===== src/rtl/edge_level_generator.sv =====
// edge_level_generator: turns rise/fall request pulses into a registered level with minimum high/low hold times
module edge_level_generator #(
  parameter int MIN_HIGH = 4,
  parameter int MIN_LOW  = 4,
  parameter int HOLD_W   = 8,
  parameter int CNT_W    = 16
) (
  input  logic             clk,
  input  logic             reset_n,
  input  logic             rise_req,
  input  logic             fall_req,
  output logic             level,
  output logic             busy,
  output logic             rise_done,
  output logic             fall_done,
  output logic             drop,
  output logic [CNT_W-1:0] edge_count
);
  typedef enum logic [1:0] {LOW, HOLD_HI, HIGH, HOLD_LO} state_t;
  localparam logic [HOLD_W-1:0] HI_LOAD = HOLD_W'(MIN_HIGH - 1);
  localparam logic [HOLD_W-1:0] LO_LOAD = HOLD_W'(MIN_LOW - 1);
  state_t state, state_n;
  logic [HOLD_W-1:0] cnt, cnt_n;
  logic pend, pend_n, rd_n, fd_n, drop_n, r, f;
  assign r = rise_req & ~fall_req;
  assign f = fall_req & ~rise_req;
  // next state: simultaneous requests cancel each other and only raise drop; hold timer keeps running
  always_comb begin
    state_n = state;
    cnt_n   = cnt;
    pend_n  = pend;
    rd_n    = 1'b0;
    fd_n    = 1'b0;
    drop_n  = rise_req & fall_req;
    case (state)
      LOW: if (r) begin
        state_n = HOLD_HI;
        cnt_n   = HI_LOAD;
        rd_n    = 1'b1;
      end
      HIGH: if (f) begin
        state_n = HOLD_LO;
        cnt_n   = LO_LOAD;
        fd_n    = 1'b1;
      end
      HOLD_HI: if (cnt != '0) begin
        cnt_n  = cnt - 1'b1;
        pend_n = f ? 1'b1 : r ? 1'b0 : pend;
        drop_n = drop_n | (f & pend);
      end else if (pend | f) begin
        state_n = HOLD_LO;
        cnt_n   = LO_LOAD;
        pend_n  = 1'b0;
        fd_n    = 1'b1;
      end else begin
        state_n = HIGH;
        pend_n  = 1'b0;
      end
      HOLD_LO: if (cnt != '0) begin
        cnt_n  = cnt - 1'b1;
        pend_n = r ? 1'b1 : f ? 1'b0 : pend;
        drop_n = drop_n | (r & pend);
      end else if (pend | r) begin
        state_n = HOLD_HI;
        cnt_n   = HI_LOAD;
        pend_n  = 1'b0;
        rd_n    = 1'b1;
      end else begin
        state_n = LOW;
        pend_n  = 1'b0;
      end
      default: state_n = LOW;
    endcase
  end
  // state, counter and every output are registered from the next-state decode
  always_ff @(posedge clk or negedge reset_n) begin
    if (!reset_n) begin
      state      <= LOW;
      cnt        <= '0;
      pend       <= 1'b0;
      level      <= 1'b0;
      busy       <= 1'b0;
      rise_done  <= 1'b0;
      fall_done  <= 1'b0;
      drop       <= 1'b0;
      edge_count <= '0;
    end else begin
      state      <= state_n;
      cnt        <= cnt_n;
      pend       <= pend_n;
      level      <= (state_n == HOLD_HI) || (state_n == HIGH);
      busy       <= (state_n == HOLD_HI) || (state_n == HOLD_LO);
      rise_done  <= rd_n;
      fall_done  <= fd_n;
      drop       <= drop_n;
      edge_count <= edge_count + CNT_W'(rd_n | fd_n);
    end
  end
endmodule


===== config.mk =====
export PLATFORM = sky130hd
export DESIGN_NAME = edge_level_generator
export DESIGN_NICKNAME = d
export VERILOG_FILES = /design/src/rtl/edge_level_generator.sv
export SDC_FILE = /design/constraint.sdc
export NUM_CORES = 1
export LEC_CHECK = 0
export CAP_MARGIN = 20
export CORE_ASPECT_RATIO = 0.5
export CORE_MARGIN = 5
export CORE_UTILIZATION = 48
export DETAILED_ROUTE_END_ITERATION = 10
export PLACE_DENSITY_LB_ADDON = 0.12
export SKIP_LAST_GASP = 1
export SLEW_MARGIN = 20
export SYNTH_ARGS = -nofsm -noshare
export SYNTH_HDL_FRONTEND = slang
export SYNTH_SLANG_ARGS = --single-unit

===== constraint.sdc =====
create_clock -name clk -period 2.5 [get_ports clk]
set_input_delay 0.25 -clock clk [delete_from_list [all_inputs] [get_ports clk]]
set_output_delay 0.25 -clock clk [all_outputs]
set_load 0.005 [all_outputs]

==> out/results.ini, run 1 <==
[cells_and_area]
area_growth_pct = 41.9
final_cell_area_um2 = 2300
drive_gt1_frac = 0.255
final_common_cell = dfrtp_1
layout_common_cells = dfrtp_1 (31), buf_4 (26), clkdlybuf4s50_1 (24)
nFillCells = 234
nets = 229
antenna_cells = 0

[global_routing]
grt_max_degree = 32
grt_usage = 0.169
grt_pass1_vias = 1410
antenna_found_initial = 0
grt_pass1_wl_um = 6280
overflow = 0

[logic_synthesis]
avgSynthCellArea_um2 = 10.3
syn_area_um2 = 1620
syn-num-nets = 174
synth_seq_area_share = 0.479
synth_ff_type = dfrtp_1
ys_ff_latch = 31
ys_types = 36
yosysWarnings = 0
synth_cells = 157
synthArstFlopShare = 1.00
synth_edf_count = 0

[die]
coreArea_um2 = 3120
rows = 14
fp.dieArea_um2 = 4710
die_w_um = 92.2
initial_core_util = 0.520
io_pins = 25
die_h_um = 51.1

[cts]
cts_sinks = 31
cts_buffers = 5
cts.htree.levels = 2
clockBufferDepth = 2
ctsHoldBuffers = 0
cts.clk_slew.worst_paths_ns = 0.06
root_buffer = clkbuf_8
cts_tree = yes
clk_latency_ns = 0.28

[detailed_routing]
drtAntennaViolNets = 0
routed_wl_um = 3700
drc_errors = 0
wl_per_cell_um = 14.7
drtPass1Iterations = 4
drt_iter0_markers = 57
vias = 1380
post_drt_via_cell_ratio = 5.48

[run]
cap_violations = 0

[place]
dpl_cell_area_um2 = 2070
place_ws_ns = -0.116
hpwl_um = 2440
gp_congestion = 0.774
port_buffers = 24

[pwr]
total_power_uw = 943
power_leakage_uw = 0.00103
ir_drop_mv = 0.245
powerDensity_nw_per_um2 = 410

[timing]
rsz0062_at_grt = true
fin_skew_ns = 0.00623
min_period_ns = 2.65
tns_ns = -0.610
final_hold_viol_count = 0
fmax_mhz = 377
whs_ns = 0.361
worst_pin_slew_ns = 0.440
setup_viol = 9
fin_ws_ns = -0.151
min_period_over_period = 1.06
final_max_slew_viol_count = 0
max_slew_margin = 0.704

[critical_path]
crit_type = flip-flop to flip-flop
crit_top_cell = ha_4
cp_data_required_time_ns = 2.69
crit_slowest_cell = or4b_4
path_delay_family = simple AND/OR/NAND/NOR gates
cp_cell_sequence = inv_2 > ha_4 > or4b_4 > nor2_4 > o211ai_1 > a21boi_1 > or2_4 > ha_4 > and3_4 > nand3_4 > nor2_1 > xor2_1
crit_path_end_kind = flip-flop
cp-start-kind = flip-flop
crit_fanout = 3
slowest_delay_ns = 0.50
cp.arrival_ns = 2.85
path_buf_inv = 1

[outcome]
outcome = complete, but fails checks
violations = negative setup slack

[hold_path]
hold_class = input port to async pin

-- worst paths after layout --
check | cells past startpoint | slack (ns) | to | from
min | 2 | 0.36 | edge_count[8] | reset_n
min in group clk | 1 | 0.47 | edge_count[15] | edge_count[15]
max | 12 | -0.15 | edge_count[13] | cnt[1]
max in group asynchronous | 2 | 1.84 | drop | reset_n
max reg2reg | 12 | -0.15 | edge_count[13] | cnt[1]
min reg2reg | 1 | 0.47 | edge_count[15] | edge_count[15]
-- cell usage after synthesis, types with 2 or more instances --
cell,number,area (um2)
o21ai_0,12,60.1
inv_1,11,41.3
nand2_1,10,37.5
xor2_1,4,35.0
a21oi_1,7,35.0
nand3_1,5,25.0
and3_1,3,18.8
o211ai_1,2,15.0
a22oi_1,2,15.0
or3_1,2,12.5
nand4_1,4,25.0
ha_1,13,163
xnor2_1,11,96.3
nand2b_1,3,18.8
nor3_1,3,15.0
dfrtp_1,31,776
and4_1,2,17.5
o31ai_1,3,22.5
nor2_1,12,45.0
-- registers in the layout (all words and copies together) (netlist names) --
name,cells
rise_done,1
drop,1
fall_done,1
pend,1
level,1
cnt,8
edge_count,16
state,2
-- report_power, final --
group | leakage (uW) | internal [uW] | switching (uW) | total, uW
clock network | 0.0000470 | 216 | 175 | 391
registers | 0.000402 | 505 | 4.24 | 509
logic | 0.000579 | 19.2 | 24.3 | 43.5
-- cell families after synthesis --
logic type | count (synthesis) | synth area share
AO/OA/AOI/OAI | 36 | 0.151
XOR/XNOR | 15 | 0.0811
adder cells (fa/ha/maj) | 13 | 0.100
buffers and inverters | 13 | 0.0309
flip-flops | 31 | 0.479
multiplexers | 1 | 0.00618
AND/OR/NAND/NOR | 48 | 0.152
-- routing by layer --
layer | global-route usage | share of wire | wire (um) | vias to the layer above
met1 | 0.191 | 0.43 | 1590 | 661
li1 | - | - | - | 664
met4 | 0.0911 | 0.029 | 108 | 0
met2 | 0.296 | 0.49 | 1800 | 43
met5 | 0 | 0 | 0 | -
met3 | 0.0513 | 0.054 | 199 | 12
-- stage by stage --
stage / std cells / util
after floorplan: 157 / -
after global placement: 236 / 0.665
after detailed placement: 236 / 0.665
after CTS: 249 / 0.713
after global routing: 252 / 0.738
final: 252 / 0.738
-- cell type report --
cell class / instances / area (um2) / area share
flip-flops and latches: 31 / 776 / 0.337
repair buffers: 50 / 435 / 0.189
multi-input cells: 113 / 910 / 0.396
clock inverters: 1 / 5.00 / 0.00218
inverters: 11 / 41.3 / 0.0180
well taps: 40 / 50.0 / 0.0218
clock buffers: 6 / 82.6 / 0.0359
-- timing repair --
action                                  CTS  global route
pin swaps                                 9            11
buffers inserted                          6             3
gates resized for setup                   5            11
endpoints found under the setup margin   10            11
(Power assumes the default switching activity.)
==> run 2: changes to the inputs <==
--- a/config.mk
+++ b/config.mk
@@ -10,7 +10,7 @@
 export CORE_MARGIN = 5
 export CORE_UTILIZATION = 48
 export DETAILED_ROUTE_END_ITERATION = 10
-export PLACE_DENSITY_LB_ADDON = 0.12
+export PLACE_DENSITY = 0.82
 export SKIP_LAST_GASP = 1
 export SLEW_MARGIN = 20
 export SYNTH_ARGS = -nofsm -noshare
==> out/results.ini, run 2 (same netlist as run 1, synthesis figures left out) <==
[timing]
max_slew_margin = 0.698  ; -0.00538
min_period_ns = 2.60  ; -0.0526 ns
fin_ws_ns = -0.0986  ; +0.0526 ns
setup_viol = 7  ; -2
tns_ns = -0.400  ; +0.210 ns
fin_skew_ns = 0.00533  ; -0.000903 ns
whs_ns = 0.356  ; -0.00520 ns
final_max_slew_viol_count = 0  ; unchanged
rsz0062_at_grt = true
worst_pin_slew_ns = 0.449  ; +0.00927 ns
fmax_mhz = 385  ; +2.0%
final_hold_viol_count = 0  ; unchanged
min_period_over_period = 1.04  ; -0.0210

[die]
io_pins = 25  ; unchanged
coreArea_um2 = 3120  ; unchanged
die_w_um = 92.2  ; unchanged
rows = 14  ; unchanged
initial_core_util = 0.520  ; unchanged
die_h_um = 51.1  ; unchanged
fp.dieArea_um2 = 4710  ; unchanged

[place]
gp_congestion = 0.921  ; +19%
place_inst = 231  ; -2.1%
place_ws_ns = -0.112  ; +0.00463 ns
port_buffers = 24  ; unchanged
hpwl_um = 2480  ; +1.5%

[critical_path]
r2r_end = edge_count[10]
rr_startpoint = cnt[1]
crit_path_end_kind = flip-flop
cp_data_required_time_ns = 2.67  ; -0.02 ns
ff2ff_path_depth = 13  ; +1
rrSetupSlack_ns = -0.1  ; +0.05 ns
crit_start = cnt[1]
cp-start-kind = flip-flop
crit_end = edge_count[10]
crit_fanout = 4  ; +1
crit_type = flip-flop to flip-flop
cp.arrival_ns = 2.77  ; -0.08 ns

[cts]
cts.htree.levels = 2  ; unchanged
ctsHoldBuffers = 0  ; unchanged
clockBufferDepth = 2  ; unchanged
root_buffer = clkbuf_8
cts.clk_slew.worst_paths_ns = 0.07  ; about the same
cts_sinks = 31  ; unchanged
cts_buffers = 5  ; unchanged
cts_tree = yes
clk_latency_ns = 0.29  ; about the same

[cells_and_area]
drive_gt1_frac = 0.283  ; +0.0283
fin_cells = 252  ; unchanged
area_growth_pct = 45.9
final_common_cell = dfrtp_1
nets = 228  ; -0.44%
final_util = 0.758  ; +0.0209
antenna_cells = 0  ; unchanged
largest_register_ffs = 16  ; unchanged
reg_top3 = edge_count (16), cnt (8), state (2)
regMostFlops = edge_count
nFillCells = 180  ; -23%
layout_common_cells = dfrtp_1 (31), clkdlybuf4s50_1 (24), buf_4 (23)

[detailed_routing]
drtPass1Iterations = 6  ; +2
vias = 1414  ; +2.5%
wl_per_cell_um = 17.4  ; +18%
drc_errors = 0  ; unchanged
routed_wl_um = 4380  ; +18%
post_drt_via_cell_ratio = 5.61  ; +2.5%
drtAntennaViolNets = 0  ; unchanged
drt_iter0_markers = 43  ; -25%

[pwr]
ir_drop_mv = 0.198  ; -19%
powerDensity_nw_per_um2 = 455  ; +11%
power_leakage_uw = 0.00106  ; +3.3%

[global_routing]
grt_pass1_vias = 1444  ; +2.4%
overflow = 0  ; unchanged
antenna_found_initial = 0  ; unchanged
grt_pass1_wl_um = 7280  ; +16%
grt_max_degree = 32  ; unchanged
grt_usage = 0.199  ; +0.0299

[outcome]
violations = negative setup slack
outcome = complete, but fails checks

[hold_path]
hold_class = input port to async pin

[run]
cap_violations = 0  ; unchanged

==> run 2: worst min-delay path by stage <==
stage	start	endpoint	slack, ns	cells past startpoint
global placement	edge_count[15]	edge_count[15]	0.45	1
floorplan	reset_n	cnt[0]	-0.05	0
finish	reset_n	fall_done	0.36	2
global route	reset_n	drop	0.39	2
CTS	reset_n	drop	0.36	2
detailed placement	edge_count[15]	edge_count[15]	0.47	1
==> run 2: critical path, stage by stage, from the launching register on <==
cell,delay [ns]
dfrtp_1,0.39
inv_2,0.08
ha_4,0.15
or4b_4,0.50
nor2_4,0.11
o211ai_1,0.14
a21boi_2,0.20
or2_4,0.15
ha_4,0.15
buf_4,0.12
buf_6,0.10
ha_4,0.14
nand3_2,0.09
xnor2_2,0.16
==> run 2: power breakdown <==
group / switching [uW] / total [uW] / internal (uW)
sequential: 4.38 / 509 / 504
combinational: 22.2 / 39.5 / 17.3
clock: 204 / 527 / 322
==> run 2: stage by stage <==
stage | total power, uW | instance area, um2
global route | 1110 | 2360
finish | 1070 | 2360
floorplan | 533 | 1670
CTS | 1080 | 2290
detailed placement | 558 | 2030
global placement | 557 | 2030
==> run 2: per-layer routing <==
layer / up-vias / global-route usage / wire length [um]
met2: 46 / 0.364 / 2190
met4: 0 / 0.0862 / 118
met3: 15 / 0.0352 / 204
met1: 691 / 0.237 / 1870
met5: - / 0 / 0
li1: 662 / - / -
==> run 2: what timing repair did <==
item	in CTS	in global routing
setup buffers	11	5
resized for setup	12	13
pin swaps	6	13
endpoints found under the setup margin	10	17
==> run 2: cell type report <==
class | instances | area [um2] | share of cell area
inverters | 11 | 41.3 | 0.0175
multi-input cells | 113 | 945 | 0.399
clock buffers | 6 | 82.6 | 0.0349
repair buffers | 49 | 435 | 0.184
well taps | 40 | 50.0 | 0.0212
clock inverters | 2 | 35.0 | 0.0148
flip-flops and latches | 31 | 776 | 0.328
